--- src/rtl/gfx_arb_pkg.sv ---
`default_nettype none
// ============================================================================
// Module      : gfx_arb_pkg
// Description : Shared types and helpers for the VRAM read-port arbiter.
// Revision    : 1.0 - initial release
// ============================================================================
package gfx_arb_pkg;

    localparam int MAX_REQ = 8;

    typedef logic [$clog2(MAX_REQ)-1:0] req_idx_t;

    // Index of the set bit of a one-hot vector (0 when the vector is empty)
    function automatic req_idx_t onehot_to_idx(input logic [MAX_REQ-1:0] oh);
        req_idx_t idx;
        idx = '0;
        for (int i = 0; i < MAX_REQ; i++) begin
            if (oh[i]) idx = req_idx_t'(i);
        end
        return idx;
    endfunction

endpackage
`default_nettype wire

--- src/rtl/gfx_vram_arbiter_rr_picker.sv ---
`default_nettype none
// ============================================================================
// Module      : rr_picker
// Description : Picks the first set request bit scanning upward from a start
//               index, wrapping at N-1 back to 0. Result is one-hot or zero.
// Revision    : 1.0 - initial release
// ============================================================================
module rr_picker
    import gfx_arb_pkg::*;
#(
    parameter int N = 3
) (
    input  logic [N-1:0] req,
    input  req_idx_t     start,
    output logic [N-1:0] gnt
);

    logic w_found;
    int   w_pos;

    // Walk the N positions starting at 'start' and grant the first requester
    always_comb begin
        gnt     = '0;
        w_found = 1'b0;
        w_pos   = 0;
        for (int k = 0; k < N; k++) begin
            w_pos = int'(start) + k;
            if (w_pos >= N) w_pos = w_pos - N;
            for (int j = 0; j < N; j++) begin
                if (!w_found && (j == w_pos) && req[j]) begin
                    gnt[j]  = 1'b1;
                    w_found = 1'b1;
                end
            end
        end
    end

endmodule
`default_nettype wire

--- src/rtl/gfx_vram_arbiter.sv ---
`default_nettype none
// ============================================================================
// Module      : gfx_vram_arbiter
// Description : Shares one synchronous VRAM read port between NUM_REQ fetch
//               engines. Requester 0 has fixed priority, the others share the
//               rest round-robin, and a starved low requester pre-empts 0
//               after MAX_WAIT cycles. A tag pipeline routes read data back.
// Revision    : 1.0 - initial release
// ============================================================================
module gfx_vram_arbiter
    import gfx_arb_pkg::*;
#(
    parameter int NUM_REQ      = 3,
    parameter int ADDR_W       = 16,
    parameter int DATA_W       = 32,
    parameter int READ_LATENCY = 1,
    parameter int MAX_WAIT     = 7
) (
    input  logic                      clock,
    input  logic                      rst_b,
    input  logic [NUM_REQ-1:0]        req,
    input  logic [NUM_REQ*ADDR_W-1:0] addr,
    output logic [NUM_REQ-1:0]        gnt,
    output logic [NUM_REQ-1:0]        rvalid,
    output logic [DATA_W-1:0]         rdata,
    output logic                      mem_en,
    output logic [ADDR_W-1:0]         mem_addr,
    input  logic [DATA_W-1:0]         mem_rdata
);

    localparam int                 c_cnt_w    = $clog2(MAX_WAIT + 1);
    localparam logic [c_cnt_w-1:0] c_wait_sat = c_cnt_w'(MAX_WAIT);
    localparam req_idx_t           c_last_idx = req_idx_t'(NUM_REQ - 1);
    localparam logic [NUM_REQ-1:0] c_low_mask = ~NUM_REQ'(1);

    logic [NUM_REQ-1:0][c_cnt_w-1:0]      r_wait_cnt;
    req_idx_t                             r_rr_ptr;
    logic [READ_LATENCY-1:0][NUM_REQ-1:0] r_tag;
    logic [NUM_REQ-1:0]                   r_pend;

    logic [NUM_REQ-1:0] w_starve;
    logic [NUM_REQ-1:0] w_low_req;
    logic [NUM_REQ-1:0] w_starve_gnt;
    logic [NUM_REQ-1:0] w_rr_gnt;
    logic [NUM_REQ-1:0] w_gnt;
    logic               w_adv;
    logic [MAX_REQ-1:0] w_gnt_ext;
    req_idx_t           w_gnt_idx;

    // Low requesters whose wait counter has saturated (bit 0 never starves)
    always_comb begin
        w_starve = '0;
        for (int i = 0; i < NUM_REQ; i++) begin
            w_starve[i] = (i != 0) && req[i] && (r_wait_cnt[i] == c_wait_sat);
        end
    end

    assign w_low_req = req & c_low_mask;

    // Starved requesters are served lowest index first
    rr_picker #(.N(NUM_REQ)) u_starve_pick (
        .req   (w_starve),
        .start (req_idx_t'(1)),
        .gnt   (w_starve_gnt)
    );

    // Normal round-robin among requesters 1..NUM_REQ-1
    rr_picker #(.N(NUM_REQ)) u_rr_pick (
        .req   (w_low_req),
        .start (r_rr_ptr),
        .gnt   (w_rr_gnt)
    );

    // Priority: starved low requester, then requester 0, then round-robin
    always_comb begin
        w_gnt = '0;
        w_adv = 1'b0;
        if (rst_b) begin
            if (|w_starve) begin
                w_gnt = w_starve_gnt;
                w_adv = 1'b1;
            end else if (req[0]) begin
                w_gnt[0] = 1'b1;
            end else if (|w_low_req) begin
                w_gnt = w_rr_gnt;
                w_adv = 1'b1;
            end
        end
    end

    // Address of the granted requester drives the VRAM port
    always_comb begin
        mem_addr = '0;
        for (int i = 0; i < NUM_REQ; i++) begin
            if (w_gnt[i]) mem_addr = addr[i*ADDR_W +: ADDR_W];
        end
    end

    assign gnt    = w_gnt;
    assign mem_en = |w_gnt;

    // Widen the grant so the shared one-hot decoder can be used
    always_comb begin
        w_gnt_ext              = '0;
        w_gnt_ext[NUM_REQ-1:0] = w_gnt;
    end

    assign w_gnt_idx = onehot_to_idx(w_gnt_ext);

    // Round-robin pointer moves past the low requester just served
    always_ff @(posedge clock) begin
        if (!rst_b) begin
            r_rr_ptr <= req_idx_t'(1);
        end else if (w_adv) begin
            r_rr_ptr <= (w_gnt_idx == c_last_idx) ? req_idx_t'(1) : w_gnt_idx + 1'b1;
        end
    end

    // Per-requester wait counters, saturating at MAX_WAIT
    always_ff @(posedge clock) begin
        if (!rst_b) begin
            r_wait_cnt <= '0;
        end else begin
            for (int i = 0; i < NUM_REQ; i++) begin
                if ((i == 0) || !req[i] || w_gnt[i]) begin
                    r_wait_cnt[i] <= '0;
                end else if (r_wait_cnt[i] != c_wait_sat) begin
                    r_wait_cnt[i] <= r_wait_cnt[i] + 1'b1;
                end
            end
        end
    end

    // Grant tags follow the memory latency so data can be routed back
    always_ff @(posedge clock) begin
        if (!rst_b) begin
            r_tag <= '0;
        end else begin
            r_tag[0] <= w_gnt;
            for (int k = 1; k < READ_LATENCY; k++) begin
                r_tag[k] <= r_tag[k-1];
            end
        end
    end

    assign rvalid = rst_b ? r_tag[READ_LATENCY-1] : '0;
    assign rdata  = (|rvalid) ? mem_rdata : '0;

    // Remember which requesters were left waiting this cycle
    always_ff @(posedge clock) begin
        if (!rst_b) begin
            r_pend <= '0;
        end else begin
            r_pend <= req & ~w_gnt;
        end
    end

    // A waiting requester must keep its request up until it is granted
    always_ff @(posedge clock) begin
        if (rst_b) begin
            assert ((r_pend & ~req) == '0);
        end
    end

endmodule
`default_nettype wire

--- config.mk ---
export PLATFORM = sky130hd
export DESIGN_NAME = gfx_vram_arbiter
export DESIGN_NICKNAME = d
export VERILOG_FILES = /design/src/rtl/gfx_arb_pkg.sv /design/src/rtl/gfx_vram_arbiter_rr_picker.sv /design/src/rtl/gfx_vram_arbiter.sv
export SDC_FILE = /design/constraint.sdc
export NUM_CORES = 1
export LEC_CHECK = 0
export CORE_UTILIZATION = 41
export DETAILED_ROUTE_END_ITERATION = 12
export GPL_ROUTABILITY_DRIVEN = 1
export PLACE_DENSITY = 0.89
export SLEW_MARGIN = 20
export SYNTH_ARGS = -nofsm -noshare
export SYNTH_HDL_FRONTEND = slang
export SYNTH_HIERARCHICAL = 1
export SYNTH_SLANG_ARGS = --single-unit
--- constraint.sdc ---
create_clock -name clock -period 5.9 [get_ports clock]
set_clock_uncertainty 0.1 [all_clocks]
set_input_delay 1.18 -clock clock [delete_from_list [all_inputs] [get_ports clock]]
set_output_delay 1.18 -clock clock [all_outputs]
set_load 0.02 [all_outputs]
Yosys cells after proc, flatten, opt, wreduce, memory -nomap -nowiden
Index checks and enable logic that the tools add are counted.
{ "word_totals": {"register_bits": 12} }
{ "op_classes": {"addsub": 8, "magnitude_cmp": 3, "n_eq_ne": 11, "mux": 32, "n_bitwise": 1, "reduce_logical": 30} }
{ "op_table": {"columns": ["operator", "count"], "rows": [
  ["32-bit two-way mux", 4],
  ["2-bit by 32-bit equality test with 1-bit output, first input constant", 3],
  ["3-bit by 32-bit equality test with 1-bit output, first input constant", 3],
  ["32-bit by 3-bit greater-or-equal comparator with 1-bit output, second input constant", 2],
  ["32-bit by 3-bit subtractor with 32-bit output, second input constant", 2],
  ["16-bit two-way mux", 3],
  ["1-bit two-way mux", 18],
  ["3-bit two-way mux", 6],
  ["1-bit logical AND", 14],
  ["3-bit by 1-bit adder with 3-bit output, second input constant", 3],
  ["1-bit zero test", 8],
  ["2-bit OR reduction", 4],
  ["3-bit equality test, second input constant", 2],
  ["3-bit inequality test, second input constant", 2],
  ["3-bit OR reduction", 2],
  ["3-bit by 1-bit adder with 4-bit output, second input constant", 1],
  ["3-bit by 2-bit adder with 4-bit output, second input constant", 1],
  ["3-bit by 2-bit subtractor with 4-bit output, second input constant", 1],
  ["3-bit by 2-bit equality test with 1-bit output, second input constant", 1],
  ["3-bit by 2-bit greater-or-equal comparator with 1-bit output, second input constant", 1],
  ["1-bit logical OR", 2],
  ["2-bit two-way mux", 1],
  ["1-bit inverter", 1]
]} }

Depth between registers and ports, before layout
Gate-level depths: netlist of the first run.
{ "logic_depth": {"ltp_word": 33, "depth_mapped": 17, "ltp_nobuf": 14} }

By module
Netlist of the first run, hierarchy kept.
{ "by_module_without_submodules": {"columns": ["module", "instances", "cells_per_inst", "area_per_inst_um2", "seq_area_each_um2"], "rows": [
  ["gfx_vram_arbiter", 1, 190, 1455.1, 240.2],
  ["rr_picker (u_rr_pick)", 1, 86, 630.6, 0.0],
  ["rr_picker (u_starve_pick)", 1, 75, 546.8, 0.0]
]} }

Worst setup path before layout of the first run
Ideal clock, no wire load.
{ "synth_timing": {"kind": "reg2out", "startpoint": "register r_rr_ptr[0]", "endpoint": "output mem_addr[10]", "arrival_time_ns": 3.449, "t_required_ns": 4.620, "path_slack_ns": 1.171, "path_stages_with_launch": 18, "path_cell_list": "dfxtp_1 > buf_4 > inv_1 > ha_1 > buf_6 > nor2_1 > nor2_1 > ha_1 > or2b_2 > o22ai_4 > and4_1 > a41oi_1 > o31ai_2 > nand3_2 > a21o_1 > buf_2 > buf_2 > a31oi_1"} }
{ "synth_between": {"elab_chain_len": 30, "elab_cells_between_ends": 49} }
{ "synth_rtl": {"columns": ["element", "line", "text"], "rows": [
  ["start, declared", "gfx_vram_arbiter.sv:37", "req_idx_t r_rr_ptr;"],
  ["start signal, assigned", "gfx_vram_arbiter.sv:113", "r_rr_ptr <= req_idx_t'(1);"],
  ["start signal, assigned", "gfx_vram_arbiter.sv:115", "r_rr_ptr <= (w_gnt_idx == c_last_idx) ? req_idx_t'(1) : w_gnt_idx + 1'b1;"],
  ["parallel branches: the longest is 24 deep, another holds 32-bit by 3-bit subtractor with 32-bit output", null, null],
  ["1-bit two-way mux (*)", "gfx_vram_arbiter_rr_picker.sv:30", "if (!w_found && (j == w_pos) && req[j]) begin"],
  ["named net w_rr_gnt[2]", "gfx_vram_arbiter.sv:44", "logic [NUM_REQ-1:0] w_rr_gnt;"],
  ["3-bit two-way mux (*)", "gfx_vram_arbiter.sv:84", "end else if (|w_low_req) begin"],
  ["2-bit two-way mux (*)", "gfx_vram_arbiter.sv:82", "end else if (req[0]) begin"],
  ["3-bit two-way mux (*)", "gfx_vram_arbiter.sv:79", "if (|w_starve) begin"],
  ["3-bit two-way mux (*)", "gfx_vram_arbiter.sv:78", "if (rst_b) begin"],
  ["16-bit two-way mux (*)", "gfx_vram_arbiter.sv:95", "if (w_gnt[i]) mem_addr = addr[i*ADDR_W +: ADDR_W];"],
  ["end, declared", "gfx_vram_arbiter.sv:27", "output logic [ADDR_W-1:0] mem_addr,"]
]} }
Mark *: on every way through the listed nets, which the timed path passes.

Worst setup path after layout of the first run
{ "layout_timing": {"startpoint": "register r_rr_ptr[0]", "endpoint": "output mem_addr[7]"} }
{ "layout_between": {"elab_cells_between_ends": 49} }
{ "layout_rtl": {"columns": ["element", "line"], "rows": [
  ["parallel branches: the longest is 20 deep, another holds 32-bit by 3-bit subtractor with 32-bit output", null],
  ["1-bit two-way mux (*)", "gfx_vram_arbiter_rr_picker.sv:30"],
  ["named net w_rr_gnt[1]", "gfx_vram_arbiter.sv:44"],
  ["3-bit two-way mux (*)", "gfx_vram_arbiter.sv:84"],
  ["2-bit two-way mux (*)", "gfx_vram_arbiter.sv:82"],
  ["3-bit two-way mux (*)", "gfx_vram_arbiter.sv:79"],
  ["3-bit two-way mux (*)", "gfx_vram_arbiter.sv:78"],
  ["16-bit two-way mux (*) (2 in a row)", "gfx_vram_arbiter.sv:95"]
]} }
Marks and branches as above.

==> impl_metrics.tcl, run 1 <==
set metrics [dict create \
    grt_use_total_pct 27.39 \
    die_h_um 82.13 \
    cts_tree "done" \
    p_leak_nw 1.622 \
    layout.nets 610 \
    grt_antenna_before_repair 0 \
    dp_hpwl_mm 7.605 \
    finalMaxSlewViolations 0 \
    rsz0062_at_grt "no" \
    finalSetupTns_ns 0 \
    crit_type "flop to primary output" \
    dr.pass1.iters 5 \
    synthArstFlopShare_pct 0 \
    diodes 0 \
    start_kind "flop" \
    clk_latency_ns 0.24 \
    fin_area_um2 4178 \
    ys_ff_latch 12 \
    wl_mm 9.698 \
    die_area_um2 6745 \
    hold_viol_final 0 \
    clockBufferDepth 2 \
    root_buffer "clkbuf_8" \
    yosysWarnings 6 \
    grt_pass1_vias 3039 \
    syn_area_um2 2633 \
    avgSynthCellArea_um2 7.500 \
    syn2layout_area_growth_pct 58.70 \
    coreArea_um2 6061 \
    cp_data_required_time_ns 4.62 \
    hold_class "flop to flop" \
    max-slew-margin-rel_pct 27.88 \
    setup_viol 0 \
    r2r_setup_slack_ns 2.35 \
    synthFlopType "dfxtp_1" \
    place.gp.congestion 0.8997 \
    die_width_um 82.13 \
    ys_seq_area_share_pct 9.125 \
    power_density_nw_per_um2 114.1 \
    cp_max_fo 14 \
    wl_per_cell_um 16.87 \
    syn_inst 351 \
    io_pins 140 \
    fillers 479 \
    drc 0 \
    placed_cell_area_um2 4123 \
    clk_pin_slew_ns 0.05 \
    vias_per_cell 5.904 \
    antenna_left 0 \
    endpoint_kind "primary output" \
    grt_pass1_wl_mm 14.48 \
    p_sw_uw 178.7 \
    final_util_pct 68.93 \
    p_int_uw 298.1 \
    peakVddDrop_mv 0.1114 \
    synth.distinct_cells 66 \
    portBuffers 139 \
    num_rows 28 \
    pwr-share-comb_pct 63.4 \
    cap_violations 0 \
    min_period_ns 5.558 \
    synth_edf_count 0 \
    clkPwrFrac_pct 18.6 \
    grt_max_degree 33 \
    p_seq_share_pct 18.0 \
    status "finished, final reports clean" \
    fmax_mhz 179.9 \
    period_share_pct 94.21 \
    drive_gt1_share_pct 6.800 \
    start_util_pct 43.44 \
    place_inst 571 \
    vias 3395 \
    drt-initial-drc-count 363 \
    cts.htree.levels 1 \
    post_cts.repair.setup_buffers 0 \
    swShare_pct 37.47 \
    post_cts_resized 0 \
    worstPathArrival_ns 4.28 \
    cts_sinks 12 \
    grt_overflow 0 \
    final_cells 575 \
    cts_hold_buf 0 \
    cts_made_buffers 3 \
    tightest_slew_ns 1.077 \
]
## worst paths after layout
path,depth (start not counted),startpoint,end
worst max-delay path,15,r_rr_ptr[0],mem_addr[7]
worst min-delay path,2,r_wait_cnt[7],r_wait_cnt[7]
worst max register to register,13,r_rr_ptr[0],r_wait_cnt[5]
worst min register to register,2,r_wait_cnt[7],r_wait_cnt[7]
## through the flow
| step | hold slack (ns) | power, mW | setup slack, ns |
|---|---|---|---|
| 2_1_floorplan | 0.3676 | 0.2471 | 1.171 |
| 3_3_place_gp | 0.3830 | 0.3722 | 0.6839 |
| 3_5_place_dp | 0.4250 | 0.3771 | 0.5807 |
| 4_1_cts | 0.4380 | 0.4671 | 0.4156 |
| 5_1_grt | 0.4626 | 0.5086 | 0.05661 |
| 6_report | 0.4339 | 0.4768 | 0.3418 |
## cells in the mapped netlist (4+ instances only)
cell	count	area share (%)
a21oi_1	7	1.3
o21ai_0	6	1.1
a211o_1	5	1.7
o21a_1	4	1.1
ha_1	24	11
and2_1	11	2.6
o211ai_1	37	11
a31oi_1	19	4.5
clkbuf_1	10	1.4
nor3_1	5	0.95
and3_1	5	1.2
buf_2	9	1.7
nor2b_1	34	8.1
nor2_1	10	1.4
nand3b_1	7	2.0
buf_6	6	2.6
a211oi_1	16	4.6
nand2_1	21	3.0
nand4_1	4	0.95
nand2b_1	6	1.4
nand3_1	7	1.3
mux2i_1	4	1.5
inv_1	18	2.6
dfxtp_1	12	9.1
## flip-flops by register name, summed over array words and instances, names as in the netlist
name,cells
r_tag,3
r_wait_cnt,6
r_rr_ptr,3
## cell usage in the layout, fill, tap and decap left out, types with 3 or more instances in the layout
master	count
nand3b_1	7
o21a_1	4
nor2b_1	34
nand2b_1	6
conb_1	24
and2_1	11
clkbuf_8	4
nand3_1	7
a211oi_1	16
dfxtp_1	12
ha_1	24
nor3_1	4
o211ai_1	37
a211o_1	5
xnor2_1	3
nand2_1	21
buf_4	12
inv_1	18
a21boi_0	3
mux2i_1	4
clkdlybuf4s50_1	139
nand4_1	4
o31ai_1	3
nor2_1	10
nand4b_1	3
a21oi_1	7
and3_1	5
o21ai_0	6
a31oi_1	19
a21o_1	3
## power by group through the flow
stage / sequential (mW) / clock [mW] / combinational, mW
2_1_floorplan: 0.0878 / 0 / 0.159
3_3_place_gp: 0.0875 / 0 / 0.285
3_5_place_dp: 0.0877 / 0 / 0.289
4_1_cts: 0.0860 / 0.0902 / 0.291
5_1_grt: 0.0864 / 0.0968 / 0.325
6_report: 0.0860 / 0.0886 / 0.302
## cell families (layout without fill, tap and decap cells)
kind of cell | count (synthesis) | after routing | synth area share [%]
other | 2 | 24 | 0.2853
and+or+nand+nor | 131 | 131 | 29.80
buffers and inverters | 46 | 173 | 9.125
DFF | 12 | 12 | 9.125
xor gates and xnor gates | 5 | 5 | 1.664
adders and majority gates | 24 | 24 | 11.41
muxes | 4 | 4 | 1.521
AOI/OAI and AO/OA | 127 | 127 | 37.07
## routing by layer
metal / up-vias / wire length, um / global-route usage, %
li1: 1597 / - / -
met1: 1543 / 3577 / 32.41
met2: 215 / 4782 / 48.43
met3: 40 / 941 / 5.385
met4: 0 / 396 / 10.18
met5: - / 0 / 0
## worst max-delay path, stage by stage (launching register included)
cell and delay, ns:
dfxtp_1 0.37, ha_1 0.18, inv_1 0.06, ha_1 0.46
nor2_1 0.10, ha_1 0.22, o22a_2 0.20, o221ai_1 0.32
nand2_1 0.14, a21boi_0 0.15, o31ai_1 0.35, and3_1 0.27
buf_4 0.22, o211ai_1 0.11, a31oi_1 0.24, clkdlybuf4s50_1 0.65
## final cells by class
cell class                 count  area (um2)  area share, %
timing repair buffer         151        1481          35.46
multi-input combinational    315        2240          53.61
clock buffer                   4       55.05          1.318
inverter                      18       67.56          1.617
tap                           75       93.84          2.246
sequential                    12       240.2          5.750
Power figures use the tool's default switching activity.
==> run 2, diff against run 1 <==
--- a/config.mk
+++ b/config.mk
@@ -5,10 +5,12 @@
 export SDC_FILE = /design/constraint.sdc
 export NUM_CORES = 1
 export LEC_CHECK = 0
+export ABC_CLOCK_PERIOD_IN_PS = 5900
 export CORE_UTILIZATION = 41
 export DETAILED_ROUTE_END_ITERATION = 12
 export GPL_ROUTABILITY_DRIVEN = 1
 export PLACE_DENSITY = 0.89
+export SETUP_SLACK_MARGIN = 0.15
 export SLEW_MARGIN = 20
 export SYNTH_ARGS = -nofsm -noshare
 export SYNTH_HDL_FRONTEND = slang
==> run 2 against run 1 <==
Against the previous run: non-clock buffer count did not move; count of clock-buffer cells in the layout did not move; critical endpoint unchanged; core utilization rose by 0.14 points; clock power barely moved; first-iteration DRC count rose by 2.8%; total power rose by 0.17%.
==> impl_metrics.tcl, run 2 (synthesis gave the netlist of run 1 again) <==
set metrics [dict create \
    cts_tree "done" \
    clk_latency_ns 0.24 \
    cts_made_buffers 3 \
    rsz0062_at_grt "no" \
    dr.pass1.iters 6 \
    wl_per_cell_um 16.79 \
    r2r_setup_slack_ns 2.46 \
    layout.nets 610 \
    dp_hpwl_mm 7.605 \
    cp_max_fo 14 \
    grt_max_degree 33 \
    holdWs_ns 0.4361 \
    die_area_um2 6745 \
    ff2ff_path_depth 13 \
    num_rows 28 \
    tightest_slew_ns 0.9880 \
    drc 0 \
    grt_antenna_before_repair 0 \
    io_pins 140 \
    antenna_left 0 \
    max-slew-margin-rel_pct 33.85 \
    endpoint_kind "primary output" \
    cts_sinks 12 \
    fmax_mhz 182.5 \
    die_h_um 82.13 \
    r2r_start "r_rr_ptr[0]" \
    hold_viol_final 0 \
    place.gp.congestion 0.8997 \
    portBuffers 139 \
    worstHoldPathCells 2 \
    worst_slack_ns 0.4204 \
    period_share_pct 92.87 \
    wl_mm 9.655 \
    drive_gt1_share_pct 7.400 \
    place_ws_ns 0.5807 \
    grt_overflow 0 \
    final_cell_mix "clkdlybuf4s50_1, o211ai_1, nor2b_1, conb_1, ha_1" \
    timing.rr.end "r_wait_cnt[5]" \
    diodes 0 \
    die_width_um 82.13 \
    grt_use_total_pct 27.39 \
    clockBufferDepth 2 \
    coreArea_um2 6061 \
    vias_per_cell 5.962 \
    p_leak_nw 1.623 \
    syn2layout_area_growth_pct 59.03 \
    min_to "r_wait_cnt[7]" \
    peakVddDrop_mv 0.1112 \
    crit_type "flop to primary output" \
    cp_data_required_time_ns 4.62 \
    largest_register_ffs 6 \
    post_cts.repair.setup_buffers 0 \
    drt-initial-drc-count 373 \
    start_util_pct 43.44 \
    grt_pass1_vias 3039 \
    hold_class "flop to flop" \
    top_register "r_wait_cnt" \
    vias 3428 \
    cap_violations 0 \
    hp-start "r_wait_cnt[7]" \
    worstPathArrival_ns 4.20 \
    power_density_nw_per_um2 114.1 \
    start_kind "flop" \
    clk_pin_slew_ns 0.05 \
    finalSetupTns_ns 0 \
    root_buffer "clkbuf_8" \
    layout_commonest_cell "clkdlybuf4s50_1" \
    finalMaxSlewViolations 0 \
    status "finished, final reports clean" \
    grt_pass1_wl_mm 14.48 \
    cts.htree.levels 1 \
    min_period_ns 5.480 \
    top_regs "r_wait_cnt (6), r_rr_ptr (3), r_tag (3)" \
    setup_viol 0 \
]
-- run 2: per-layer routing --
metal	wire length [um]	global-route usage, %	up-vias
met1	3541	32.41	1563
met3	915	5.385	47
li1	-	-	1596
met2	4785	48.43	222
met5	0	0	-
met4	412	10.18	0
-- run 2: how the worst max path moves through the flow --
stage,from,endpoint,slack [ns],cells after the start
floorplan,r_rr_ptr[0],mem_addr[10],1.17,17
global placement,req[2],mem_addr[7],0.68,10
detailed placement,req[1],mem_addr[4],0.58,11
CTS,r_rr_ptr[0],mem_addr[4],0.42,15
global route,r_rr_ptr[0],mem_addr[11],0.16,15
finish,r_rr_ptr[0],mem_addr[7],0.42,15
-- run 2: layout make-up --
| class | count | area [um2] |
|---|---|---|
| fill | 478 | 1874 |
| inverter | 18 | 67.56 |
| tap | 75 | 93.84 |
| multi-input combinational | 315 | 2248 |
| sequential | 12 | 240.2 |
| timing repair buffer | 151 | 1481 |
| clock buffer | 4 | 55.05 |
-- run 2: repair_timing --
action | CTS | global route
hold buffers | 0 | 0
setup endpoints to repair | 0 | 13
gates resized for setup | 0 | 3
-- run 2: critical path: stages, from the launching register on --
cell and delay (ns):
dfxtp_1 0.37, inv_1 0.13, ha_1 0.43, nor2_1 0.18, nor2_1 0.06, ha_1 0.21
o22a_2 0.20, o221ai_1 0.31, nand2_1 0.14, a21boi_0 0.16, o31ai_2 0.28, and3_1 0.26
buf_4 0.22, o211ai_1 0.11, a31oi_1 0.24, clkdlybuf4s50_1 0.65
-- run 2: stage by stage --
stage	instances	area (um2)	util (%)	total power, mW
6_report	575	4187	69.08	0.4776
3_5_place_dp	571	4123	68.02	0.3771
4_1_cts	575	4178	68.93	0.4671
3_3_place_gp	571	4123	68.02	0.3722
2_1_floorplan	373	2715	-	0.2471
5_1_grt	575	4187	69.08	0.5097
-- run 2: power by group --
group	switching, mW	internal, mW
Sequential	0.00162	0.0844
Clock	0.0298	0.0589
Combinational	0.148	0.155
==> run 3, diff against run 2 <==
--- a/config.mk
+++ b/config.mk
@@ -5,12 +5,12 @@
 export SDC_FILE = /design/constraint.sdc
 export NUM_CORES = 1
 export LEC_CHECK = 0
-export ABC_CLOCK_PERIOD_IN_PS = 5900
+export ABC_CLOCK_PERIOD_IN_PS = 5700
+export CAP_MARGIN = 5
 export CORE_UTILIZATION = 41
 export DETAILED_ROUTE_END_ITERATION = 12
 export GPL_ROUTABILITY_DRIVEN = 1
 export PLACE_DENSITY = 0.89
-export SETUP_SLACK_MARGIN = 0.15
 export SLEW_MARGIN = 20
 export SYNTH_ARGS = -nofsm -noshare
 export SYNTH_HDL_FRONTEND = slang
==> constraint.sdc (replaced) <==
create_clock -name clock -period 5.7 [get_ports clock]
set_clock_uncertainty 0.1 [all_clocks]
set_input_delay 1.14 -clock clock [delete_from_list [all_inputs] [get_ports clock]]
set_output_delay 1.14 -clock clock [all_outputs]
set_load 0.02 [all_outputs]
==> run 3 against run 2 <==
Against the previous run: combinational power up 3%; register-to-register slack worse by 0.12 ns; sequential cell count unchanged; count of clock-buffer cells in the layout fell by 1; sequential power rose by 3.6%; hold slack lost 0.025 ns; first-iteration DRC count fell by 36%; via count decreased by 4.0%; global-route usage is 1.4 points lower; wire length decreased by 4.2%; total power shrank 0.28%.
==> impl_metrics.tcl, run 3 (synthesis gave the netlist of run 1 again) <==
set metrics [dict create \
    start_util_pct 43.44 \
    hold_viol_final 0 \
    period_share_pct 94.94 \
    cp_data_required_time_ns 4.46 \
    final_cells 574 \
    setup_viol 0 \
    syn2layout_area_growth_pct 58.51 \
    crit_end "mem_addr[0]" \
    dr.pass1.iters 4 \
    grt_antenna_before_repair 0 \
    place.gp.congestion 0.9229 \
    grt_pass1_wl_mm 13.82 \
    grt_overflow 0 \
    place_inst 571 \
    min_period_ns 5.411 \
    final_cell_mix "clkdlybuf4s50_1, o211ai_1, nor2b_1, conb_1, ha_1" \
    coreArea_um2 6061 \
    antenna_left 0 \
    cts.htree.levels 1 \
    cp_max_fo 18 \
    timing.rr.end "r_wait_cnt[3]" \
    crit_type "flop to primary output" \
    clockBufferDepth 2 \
    die_width_um 82.13 \
    vias 3292 \
    largest_register_ffs 6 \
    cts_sinks 12 \
    die_h_um 82.13 \
    r2r_start "r_rr_ptr[0]" \
    crit_family "compound AO/OA/AOI/OAI gates" \
    cts_made_buffers 3 \
    tightest_slew_ns 1.090 \
    cts_tree "done" \
    dp_hpwl_mm 7.417 \
    fmax_mhz 184.8 \
    wl_mm 9.246 \
    drt-initial-drc-count 237 \
    io_pins 140 \
    cp.depth 14 \
    clk_pin_slew_ns 0.05 \
    path_cells "inv_1 > ha_1 > nor2_1 > nor2_1 > ha_1 > or2b_2 > o22ai_4 > and4_1 > a41oi_1 > o31ai_2 > nand3_2 > a21o_2 > a31oi_1 > clkdlybuf4s50_1" \
    worstPathArrival_ns 4.17 \
    peakVddDrop_mv 0.1019 \
    cp_num_buf_inv 2 \
    cts_hold_buf 0 \
    grt_pass1_vias 3020 \
    drive_gt1_share_pct 7.214 \
    highest_layer "met4" \
    layout_commonest_cell "clkdlybuf4s50_1" \
    layout.nets 610 \
    rsz0062_at_grt "no" \
    top_register "r_wait_cnt" \
    hold_class "flop to flop" \
    worstHoldPathCells 2 \
    clk_latency_ns 0.24 \
    post_cts_resized 0 \
    power_density_nw_per_um2 114.1 \
    die_area_um2 6745 \
    slowest_stage "clkdlybuf4s50_1" \
    top_regs "r_wait_cnt (6), r_rr_ptr (3), r_tag (3)" \
    r2r_setup_slack_ns 2.34 \
    cap_violations 0 \
    portBuffers 139 \
    cp_slowest_stage_delay_ns 0.67 \
    grt_use_total_pct 26.00 \
    finalSetupTns_ns 0 \
    vias_per_cell 5.735 \
    post_cts.repair.setup_buffers 0 \
    num_rows 28 \
    wl_per_cell_um 16.11 \
    holdWs_ns 0.4113 \
    ff2ff_path_depth 14 \
    drc 0 \
    wl_met2_mm 4.760 \
    hp-start "r_wait_cnt[8]" \
    grt_max_degree 33 \
    endpoint_kind "primary output" \
    p_leak_nw 1.617 \
    diodes 0 \
    max-slew-margin-rel_pct 27.01 \
    crit_start "r_rr_ptr[0]" \
    status "finished, final reports clean" \
    start_kind "flop" \
    finalMaxSlewViolations 0 \
    met3_length_um 881 \
    root_buffer "clkbuf_8" \
    wl_met1_mm 3.381 \
]
-- run 3: cell types whose count changed in the layout (fill, tap and decap cells not counted) --
cell      delta
clkbuf_8     -1
or2_0        -1
or2_1        +1
-- run 3: layer usage --
layer / vias up / global-route usage [%]
li1: 1597 / -
met1: 1510 / 29.27
met2: 165 / 49.34
met3: 20 / 4.835
met4: 0 / 7.018
met5: - / 0
-- run 3: worst min-delay path by stage --
| stage | slack, ns | to |
|---|---|---|
| 3_3_place_gp | 0.38 | r_wait_cnt[7] |
| 4_1_cts | 0.42 | r_wait_cnt[8] |
| 2_1_floorplan | 0.37 | r_wait_cnt[7] |
| 3_5_place_dp | 0.40 | r_wait_cnt[8] |
| 5_1_grt | 0.47 | r_wait_cnt[8] |
| 6_report | 0.41 | r_wait_cnt[8] |
-- run 3: worst register-to-register path, stage by stage, from the launching register on --
cell and delay, ns:
dfxtp_1 0.38, inv_1 0.13, ha_1 0.43, nor2_1 0.17, nor2_1 0.06, ha_1 0.21
o22a_2 0.20, o221ai_1 0.29, nand2_1 0.12, a21boi_0 0.16, o31ai_2 0.28, and3_1 0.20
buf_4 0.20, or2_1 0.23, nor3_1 0.08
-- run 3: layout make-up --
type                            instances  area, um2
Clock buffer                            3      41.29
Fill cell                             477       1888
Inverter                               18      67.56
Multi-Input combinational cell        315       2248
Sequential cell                        12      240.2
Tap cell                               75      93.84
Timing Repair Buffer                  151       1481
-- run 3: per-stage QoR --
step	setup slack (ns)	utilization (%)	cell area (um2)	power [mW]
6_report	0.2887	68.85	4173	0.4762
5_1_grt	0.03643	68.85	4173	0.5085
3_3_place_gp	0.5430	68.02	4123	0.3856
2_1_floorplan	1.011	-	2715	0.2558
3_5_place_dp	0.4497	68.02	4123	0.3901
4_1_cts	0.2026	68.70	4164	0.4661
-- run 3: power by group --
part / switching, mW / internal (mW)
combinational: 0.151 / 0.161
sequential: 0.00168 / 0.0874
clock: 0.0290 / 0.0464
